==> config.mk <==
export PLATFORM = sky130hd
export DESIGN_NAME = hamming_code_decoder
export DESIGN_NICKNAME = d
export VERILOG_FILES = /design/src/rtl/hamming_code_decoder.sv
export SDC_FILE = /design/constraint.sdc
export NUM_CORES = 1
export LEC_CHECK = 0
export ABC_AREA = 1
export CORE_MARGIN = 4
export CORE_UTILIZATION = 48
export DETAILED_ROUTE_END_ITERATION = 8
export GPL_ROUTABILITY_DRIVEN = 1
export MAX_ROUTING_LAYER = met4
export PLACE_DENSITY = 0.82
export SETUP_SLACK_MARGIN = 0.1
export SYNTH_ARGS = -nofsm -noshare
export SYNTH_HDL_FRONTEND = slang
export SYNTH_SLANG_ARGS = --single-unit
==> constraint.sdc <==
create_clock -name clk -period 1 [get_ports clk]
set_clock_uncertainty 0.05 [all_clocks]
set_input_delay 0.1 -clock clk [delete_from_list [all_inputs] [get_ports clk]]
set_output_delay 0.1 -clock clk [all_outputs]
set_load 0.03 [all_outputs]
==> src/rtl/hamming_code_decoder.sv <==
// hamming_code_decoder
//   Registered Hamming(7,4) single-error-correcting decoder.
//   A 7-bit codeword is accepted on any rising edge with in_valid high. The
//   3-bit syndrome is formed from it and, unless detect-only mode is selected,
//   the bit it points to is flipped before the data bits are extracted. All
//   results appear one clock later.
//
// Handshake: in_valid/out_valid only, no backpressure. An input is accepted
//   on every rising edge where in_valid=1. out_valid is high exactly in the
//   cycle after an acceptance. Results (y/syndrome/err) change only on an
//   acceptance and otherwise hold their last value.
//
// Ports:
//   clk        system clock, rising edge
//   rst        asynchronous, active-high reset
//   in_valid   x/select sampled when high
//   select     0 = correct the flagged bit, 1 = detect only
//   x[6:0]     codeword, x[i] is Hamming position i+1
//              (x0=p1 x1=p2 x2=d1 x3=p4 x4=d2 x5=d3 x6=d4)
//   y[3:0]     decoded data {d4,d3,d2,d1}
//   syndrome   {s4,s2,s1}; nonzero = erroneous position 1..7
//   err        1 when syndrome is nonzero
//   out_valid  high one cycle after an accepted input
module hamming_code_decoder (
  input  logic       clk,
  input  logic       rst,
  input  logic       in_valid,
  input  logic       select,
  input  logic [6:0] x,
  output logic [3:0] y,
  output logic [2:0] syndrome,
  output logic       err,
  output logic       out_valid
);

  logic [2:0] syn_c;
  logic [6:0] fixed_c;
  logic [3:0] data_c;

  // Each syndrome bit covers the positions whose index has that bit set.
  always_comb begin
    syn_c[0] = x[0] ^ x[2] ^ x[4] ^ x[6];
    syn_c[1] = x[1] ^ x[2] ^ x[5] ^ x[6];
    syn_c[2] = x[3] ^ x[4] ^ x[5] ^ x[6];
  end

  // Flip position i+1 when the syndrome names it. A zero syndrome matches no
  // position, so a clean word passes unchanged without a separate check.
  always_comb begin
    fixed_c = x;
    for (int i = 0; i < 7; i++) begin
      if (syn_c == 3'(i + 1)) begin
        fixed_c[i] = ~x[i];
      end
    end
  end

  // Detect-only mode takes the raw data positions; a parity-position
  // correction never touches data bits, so both paths agree in that case.
  always_comb begin
    data_c = 4'd0;
    if (select) begin
      data_c = {x[6], x[5], x[4], x[2]};
    end else begin
      data_c = {fixed_c[6], fixed_c[5], fixed_c[4], fixed_c[2]};
    end
  end

  always_ff @(posedge clk or posedge rst) begin
    if (rst) begin
      y         <= 4'd0;
      syndrome  <= 3'd0;
      err       <= 1'b0;
      out_valid <= 1'b0;
    end else begin
      out_valid <= in_valid;
      if (in_valid) begin
        y        <= data_c;
        syndrome <= syn_c;
        err      <= |syn_c;
      end
    end
  end

endmodule

==> out/qor.yml, run 1 <==
synth_nets: 108
port_buffers: 19
ctsHoldBuffers: 0
die-height_um: 44.7
rows: 12
cts.sinks: 9
io_pins: 20
yosysMostFrequentCell: "nand2_1"
placed_area_um2: 905
h-tree-depth: 1
synth-seq-cells: 9
worst_path_end_type: "register input"
stop_error: "[ERROR DPL-0038] Utilization greater than 100%, impossible to legalize"
synth_edf_count: 0
yosysTopAreaCellShare_pct: 34.9
cts_buffers: 3
yosys.area.top_type: "dfrtp_1"
yosys_most_used_dff: "dfrtp_1"
haltStage: "5_1_grt"
die_w_um: 44.7
synthArstFlopShare_pct: 100
gp_congestion: 0.822
cts_buffer_depth: 2
ys_types: 18
grt_max_degree: 10
post-dp-hpwl_um: 1270
synth_area_per_cell_um2: 6.66
ys_warn_count: 0
outcome: "stopped before the end"
syn_inst: 97
synth-seq-area-share_pct: 34.9
yosys-top-cells-count: "nand2_1 (36), dfrtp_1 (9), inv_1 (9), nand3_1 (9), nor2_1 (9)"
ys_top_cells_by_area: "dfrtp_1 (35%), nand2_1 (21%), nand3_1 (7.0%), nand2_2 (5.8%), inv_1 (5.2%)"
crit_endpoint: "y[0]$_DFFE_PP0P_/D"
initial_utilization_pct: 54.4
cts-root-buf: "clkbuf_4"
syn-cell-area_um2: 646
## timing repair
action                     in CTS
cloned                          0
buffers inserted                9
gates resized for setup        62
pin swaps                      24
setup endpoints to repair      17
## kinds of logic after synthesis
| kind of cell | Yosys count | share of synthesized area (%) |
|---|---|---|
| xor gates and xnor gates | 2 | 2.71 |
| AOI/OAI and AO/OA | 4 | 3.29 |
| and+or+nand+nor | 67 | 48.6 |
| buffers and inverters | 15 | 10.5 |
| DFF | 9 | 34.9 |
## metrics by stage
stage / hold slack (ps) / worst slack, ps / cells
after floorplan: -122 / -26.6 / 97
after global placement: 329 / -691 / 138
after detailed placement: 346 / -726 / 138
after CTS: 53.4 / 37.1 / 151
==> run 2, diff against run 1 <==
- CORE_AREA: not set -> 4 4 65 67
- CORE_MARGIN: 4 -> not set
- CORE_UTILIZATION: 48 -> not set
- DIE_AREA: not set -> 0 0 69 71
- MAX_ROUTING_LAYER: met4 -> not set
- PLACE_DENSITY: 0.82 -> not set
- PLACE_DENSITY_LB_ADDON: not set -> 0.15
- SETUP_SLACK_MARGIN: 0.1 -> not set
==> run 2 against run 1 <==
  * The flow now finishes without violations
  * Area after synthesis did not move
  * Synthesized cell count unchanged
==> out/qor.yml, run 2 <==
clock_latency_ps: 230
grtUsageMet2_pct: 11.5
cts_buffers: 3
fillCellCount: 413
wl_per_cell_um: 8.93
antenna_cells: 0
seq_power_share_pct: 30.9
synthSimpleGateAreaFrac_pct: 48.6
ys_types: 18
grt_max_degree: 10
crit_start: "x[6]"
layout_common_cells: "buf_4 (26), nand2_1 (25), nand2_2 (15)"
synthArstFlopShare_pct: 100
busiest_layer: "met2"
worstPathRequired_ps: 1120
synth-seq-area-share_pct: 34.9
grt-ovfl-total: 0
drive_gt1_share_pct: 55.9
layout_setup_ws_ps: 29.8
die_w_um: 69
die_area_um2: 4900
p_leak_nw: 0.586
synth_top_family_by_area: "simple AND/OR/NAND/NOR gates"
route.detailed.drc: 0
synth-compound-area-share_pct: 3.29
syn-cell-area_um2: 646
viasPerCell: 3.77
synth_xor_area_share_pct: 2.71
ys_warn_count: 0
largest_reg_flops: 4
grt.total_usage_pct: 7.04
period_share_pct: 97.0
synth_edf_count: 0
synth-seq-cells: 9
io_pins: 20
synth_mux_area_share_pct: 0
initial_utilization_pct: 17.8
hp-class: "in -> async"
cts-root-buf: "clkbuf_8"
startpoint_type: "input pin"
rsz0062_at_grt: "yes"
clkTransAtPathRegs_ps: 50
cp-end-kind: "register"
synth_area_per_cell_um2: 6.66
crit_path_max_fanout: 4
gp_congestion: 0.724
outcome: "finished, final reports clean"
worst_pin_slew_ps: 345
powerDensity_nw_per_um2: 1220
syn_to_final_growth_pct: 76.0
holdWs_ps: 91.7
h-tree-depth: 1
yosys_most_used_dff: "dfrtp_1"
comb_power_share_pct: 39.4
cts.sinks: 9
die-height_um: 71
period_needed_ps: 970
grt_pass1_wl_um: 2850
yosysMostFrequentCell: "nand2_1"
post-dp-hpwl_um: 1310
switchingPower_mw: 0.464
use_met3_pct: 1.99
pre_cts_slack_ps: -711
cts_buffer_depth: 2
port_buffers: 19
syn_inst: 97
drtPass1Iterations: 4
yosysTopAreaCellShare_pct: 34.9
reg.largest.list: "y x4, syndrome x3"
synth-adder-area-share_pct: 0
vdd_drop_max_mv: 0.308
regMostFlops: "y"
p_clk_share_pct: 29.7
grt_pass1_vias: 698
num_vias: 694
finalHoldViolCount: 0
setup_violations: 0
synth_nets: 108
drv_slew: 0
max_freq_mhz: 1030
arrival_ps: 1090
final_util_pct: 31.3
yosys.area.top_type: "dfrtp_1"
grt_use_met1_pct: 8.26
initialDrtViolationCount: 36
drt-total-wl_um: 1640
setup-tns-final_ps: 0
power_switching_share_pct: 33.4
rows: 22
maxCapViolations: 0
ys_top_cells_by_area: "dfrtp_1 (35%), nand2_1 (21%), nand3_1 (7.0%), nand2_2 (5.8%), inv_1 (5.2%)"
slew_headroom_pct: 77.0
critPathKind: "in -> reg"
intPower_mw: 0.924
final_common_cell: "buf_4"
power_mw: 1.39
core_area_um2: 3630
yosys-top-cells-count: "nand2_1 (36), dfrtp_1 (9), inv_1 (9), nand3_1 (9), nor2_1 (9)"
nets: 148
cts_tree: "built"
drtAntennaViolNets: 0
antenna_found_initial: 0
timing.rr.start: "syndrome[1]$_DFFE_PP0P_"
## run 2: cell counts after synthesis
No cell type changed its count.
## run 2: routing by layer
metal,vias up,wire (µm),share of wire (%)
met5,-,0,0
met4,0,17,1.0
met3,2,89,5.4
met2,13,789,48
met1,306,746,45
li1,373,-,-
## run 2: per-stage QoR
step | cell area, µm² | std cells
floorplan | 672 | 97
global placement | 955 | 173
detailed placement | 955 | 173
CTS | 1080 | 182
global route | 1140 | 184
finish | 1140 | 184
## run 2: cells by family after synthesis
| family | count (synthesis) |
|---|---|
| DFF | 9 |
| and+or+nand+nor | 67 |
| buffers and inverters | 15 |
| AOI/OAI and AO/OA | 4 |
| xor gates and xnor gates | 2 |
## run 2: what timing repair did
action	4_1_cts	5_1_grt
gates resized for setup	42	23
buffers inserted	5	2
pin swaps	25	25
endpoints found under the setup margin	8	6
hold buffers	0	0
## run 2: final timing paths
kind                                                end  slack [ps]  cells past startpoint
min in group clk                       y[2]$_DFFE_PP0P_         200                      4
worst min register to register         y[1]$_DFFE_PP0P_         420                      2
worst max register to register  syndrome[1]$_DFFE_PP0P_         320                      2
max in group asynchronous       syndrome[1]$_DFFE_PP0P_         560                      2
worst max-delay path                   y[0]$_DFFE_PP0P_          30                     13
worst min-delay path            syndrome[0]$_DFFE_PP0P_          90                      2
## run 2: cell type report
cell class / count / area [µm²] / area share [%]
Clock buffer: 4 / 45.0 / 3.96
Inverter: 13 / 53.8 / 4.74
Multi-Input combinational cell: 73 / 445 / 39.2
Sequential cell: 9 / 225 / 19.8
Tap cell: 48 / 60.1 / 5.29
Timing Repair Buffer: 37 / 307 / 27.0
## run 2: power by group through the flow
stage | Sequential [mW] | Clock (mW) | Combinational, mW
after floorplan | 0.516 | 0 | 0.200
after global placement | 0.433 | 0 | 0.469
after detailed placement | 0.434 | 0 | 0.469
after CTS | 0.429 | 0.424 | 0.510
after global routing | 0.434 | 0.448 | 0.597
final | 0.429 | 0.413 | 0.547
## run 2: critical path: stages
cell	delay (ps)
buf_8	100
buf_6	120
nand2_4	50
inv_2	30
nor2_2	70
nand2_1	60
nand2_2	130
inv_2	80
nor2_4	100
nand2_1	60
nand2_1	50
nand3_1	70
nand2_1	60
Note: power is estimated with default switching activity, not from simulation.
==> run 3, diff against run 2 <==
- clock period: 1 -> 0.9 ns (I/O delays scaled with it)
==> run 3 against run 2 <==
  * Total power increased by 16%
  * Worst hold slack got worse by 8.5 ps
  * Final area increased by 6.5%
  * Utilization increased by 2.0 points
  * Critical path type unchanged
  * Largest power group unchanged
  * Combinational power increased by 24%
  * Via count increased by 0.43%
  * Register-to-register slack got worse by 230 ps
  * The run now ends with negative setup slack left
  * Sequential share of layout area decreased by 1.2 points
  * Count of clock-buffer cells in the layout unchanged
==> out/qor.yml, run 3 (synthesized netlist as in run 2, its figures left out) <==
outcome: "finished with violations"
violations: "negative setup slack"
regMostFlops: "y"
critPathKind: "in -> reg"
drive_gt1_share_pct: 56.3
grt-ovfl-total: 0
rows: 22
initial_utilization_pct: 17.8
crit_path_max_fanout: 4
holdWs_ps: 83.2
port_buffers: 19
die_area_um2: 4900
route.detailed.drc: 0
cts_tree: "built"
crit_start: "x[6]"
period_needed_ps: 960
place_inst: 173
drtPass1Iterations: 3
num_vias: 697
layout_common_cells: "nand2_1 (26), buf_4 (22), nand2_2 (14)"
setup-tns-final_ps: -216
vdd_drop_max_mv: 0.351
cts-root-buf: "clkbuf_8"
period_share_pct: 107
worstPathRequired_ps: 970
syn_to_final_growth_pct: 87.4
cts.sinks: 9
final_common_cell: "nand2_1"
nets: 154
timing.rr.start: "err$_DFFE_PP0P_"
crit_path_cell_trace: "buf_8 > buf_6 > nand2_4 > inv_2 > nor2_2 > nand2_1 > nand2_2 > inv_2 > nor2_4 > nand3_2 > nand3_1 > nand2_1"
h-tree-depth: 1
core_area_um2: 3630
placed_area_um2: 955
antenna_cells: 0
viasPerCell: 3.67
grt_pass1_wl_um: 2860
gp_congestion: 0.724
powerDensity_nw_per_um2: 1340
max_freq_mhz: 1040
post-dp-hpwl_um: 1310
antenna_found_initial: 0
drv_slew: 0
layout_setup_ws_ps: -60.0
startpoint_type: "input pin"
hp-class: "in -> async"
design_area_um2: 1210
grt_pass1_vias: 721
rsz0062_at_grt: "yes"
slowest_delay_ps: 130
cts_buffer_depth: 2
slew_headroom_pct: 77.1
die-height_um: 71
grt.total_usage_pct: 7.04
arrival_ps: 1030
wl_per_cell_um: 8.78
grt_max_degree: 10
drt-total-wl_um: 1670
crit_slowest_cell: "nand2_2"
clkTransAtPathRegs_ps: 40
die_w_um: 69
maxCapViolations: 0
drtAntennaViolNets: 0
initialDrtViolationCount: 36
layoutNonFillerInstCount: 190
worst_pin_slew_ps: 343
p_leak_nw: 0.622
clock_latency_ps: 220
cp-end-kind: "register"
io_pins: 20
cts_buffers: 3
reg.largest.list: "y x4, syndrome x3"
largest_reg_flops: 4
power_mw: 1.62
finalHoldViolCount: 0
ctsHoldBuffers: 0
setup_violations: 4
run 3: changes by cell type in the layout (fill, tap and decap cells not counted), sizes merged:
cell and delta:
buf +5, clkdlybuf4s15 +1
run 3: path summary, 6_finish.rpt:
kind / to / slack [ps] / depth (start not counted)
worst max-delay path: y[0]$_DFFE_PP0P_ / -60 / 12
worst min-delay path: y[2]$_DFFE_PP0P_ / 80 / 2
worst max register to register: err$_DFFE_PP0P_ / 90 / 3
worst min register to register: y[0]$_DFFE_PP0P_ / 450 / 2
max in group asynchronous: syndrome[2]$_DFFE_PP0P_ / 470 / 2
min in group clk: y[2]$_DFFE_PP0P_ / 180 / 4
run 3: layout make-up:
cell class                 instances  area (µm²)
clock buffer                       4        45.0
fill                             402        2420
inverter                          13        51.3
multi-input combinational         73         437
sequential                         9         225
tap                               48        60.1
timing repair buffer              43         392
run 3: per-stage QoR:
step                worst slack, ps  util, %
floorplan                      -117        -
global placement               -796     26.3
detailed placement             -801     26.3
CTS                            -103     31.5
global route                   -165     33.3
finish                        -60.0     33.3
run 3: per-layer routing:
metal	GRT usage (%)	vias up	wire [µm]
met2	12.1	13	796
met5	0	-	0
met1	8.09	299	777
met3	1.56	2	77
met4	3.90	0	17
li1	-	383	-
run 3: power by group:
group	total (mW)	internal (mW)	leakage, nW	switching [mW]
sequential	0.483	0.453	0.105	0.0305
clock	0.453	0.307	0.0228	0.145
combinational	0.680	0.331	0.494	0.348
run 3: timing repair:
item	CTS	global route
pin swaps	28	17
setup buffers	9	4
gates cloned	0	0
resized for setup	57	12
setup endpoints to repair	16	16
run 3: worst max-delay path: cells and delay by family:
kind	cells	cell delay (ps)
AND/OR/NAND/NOR	8	600
buffers and inverters	4	330
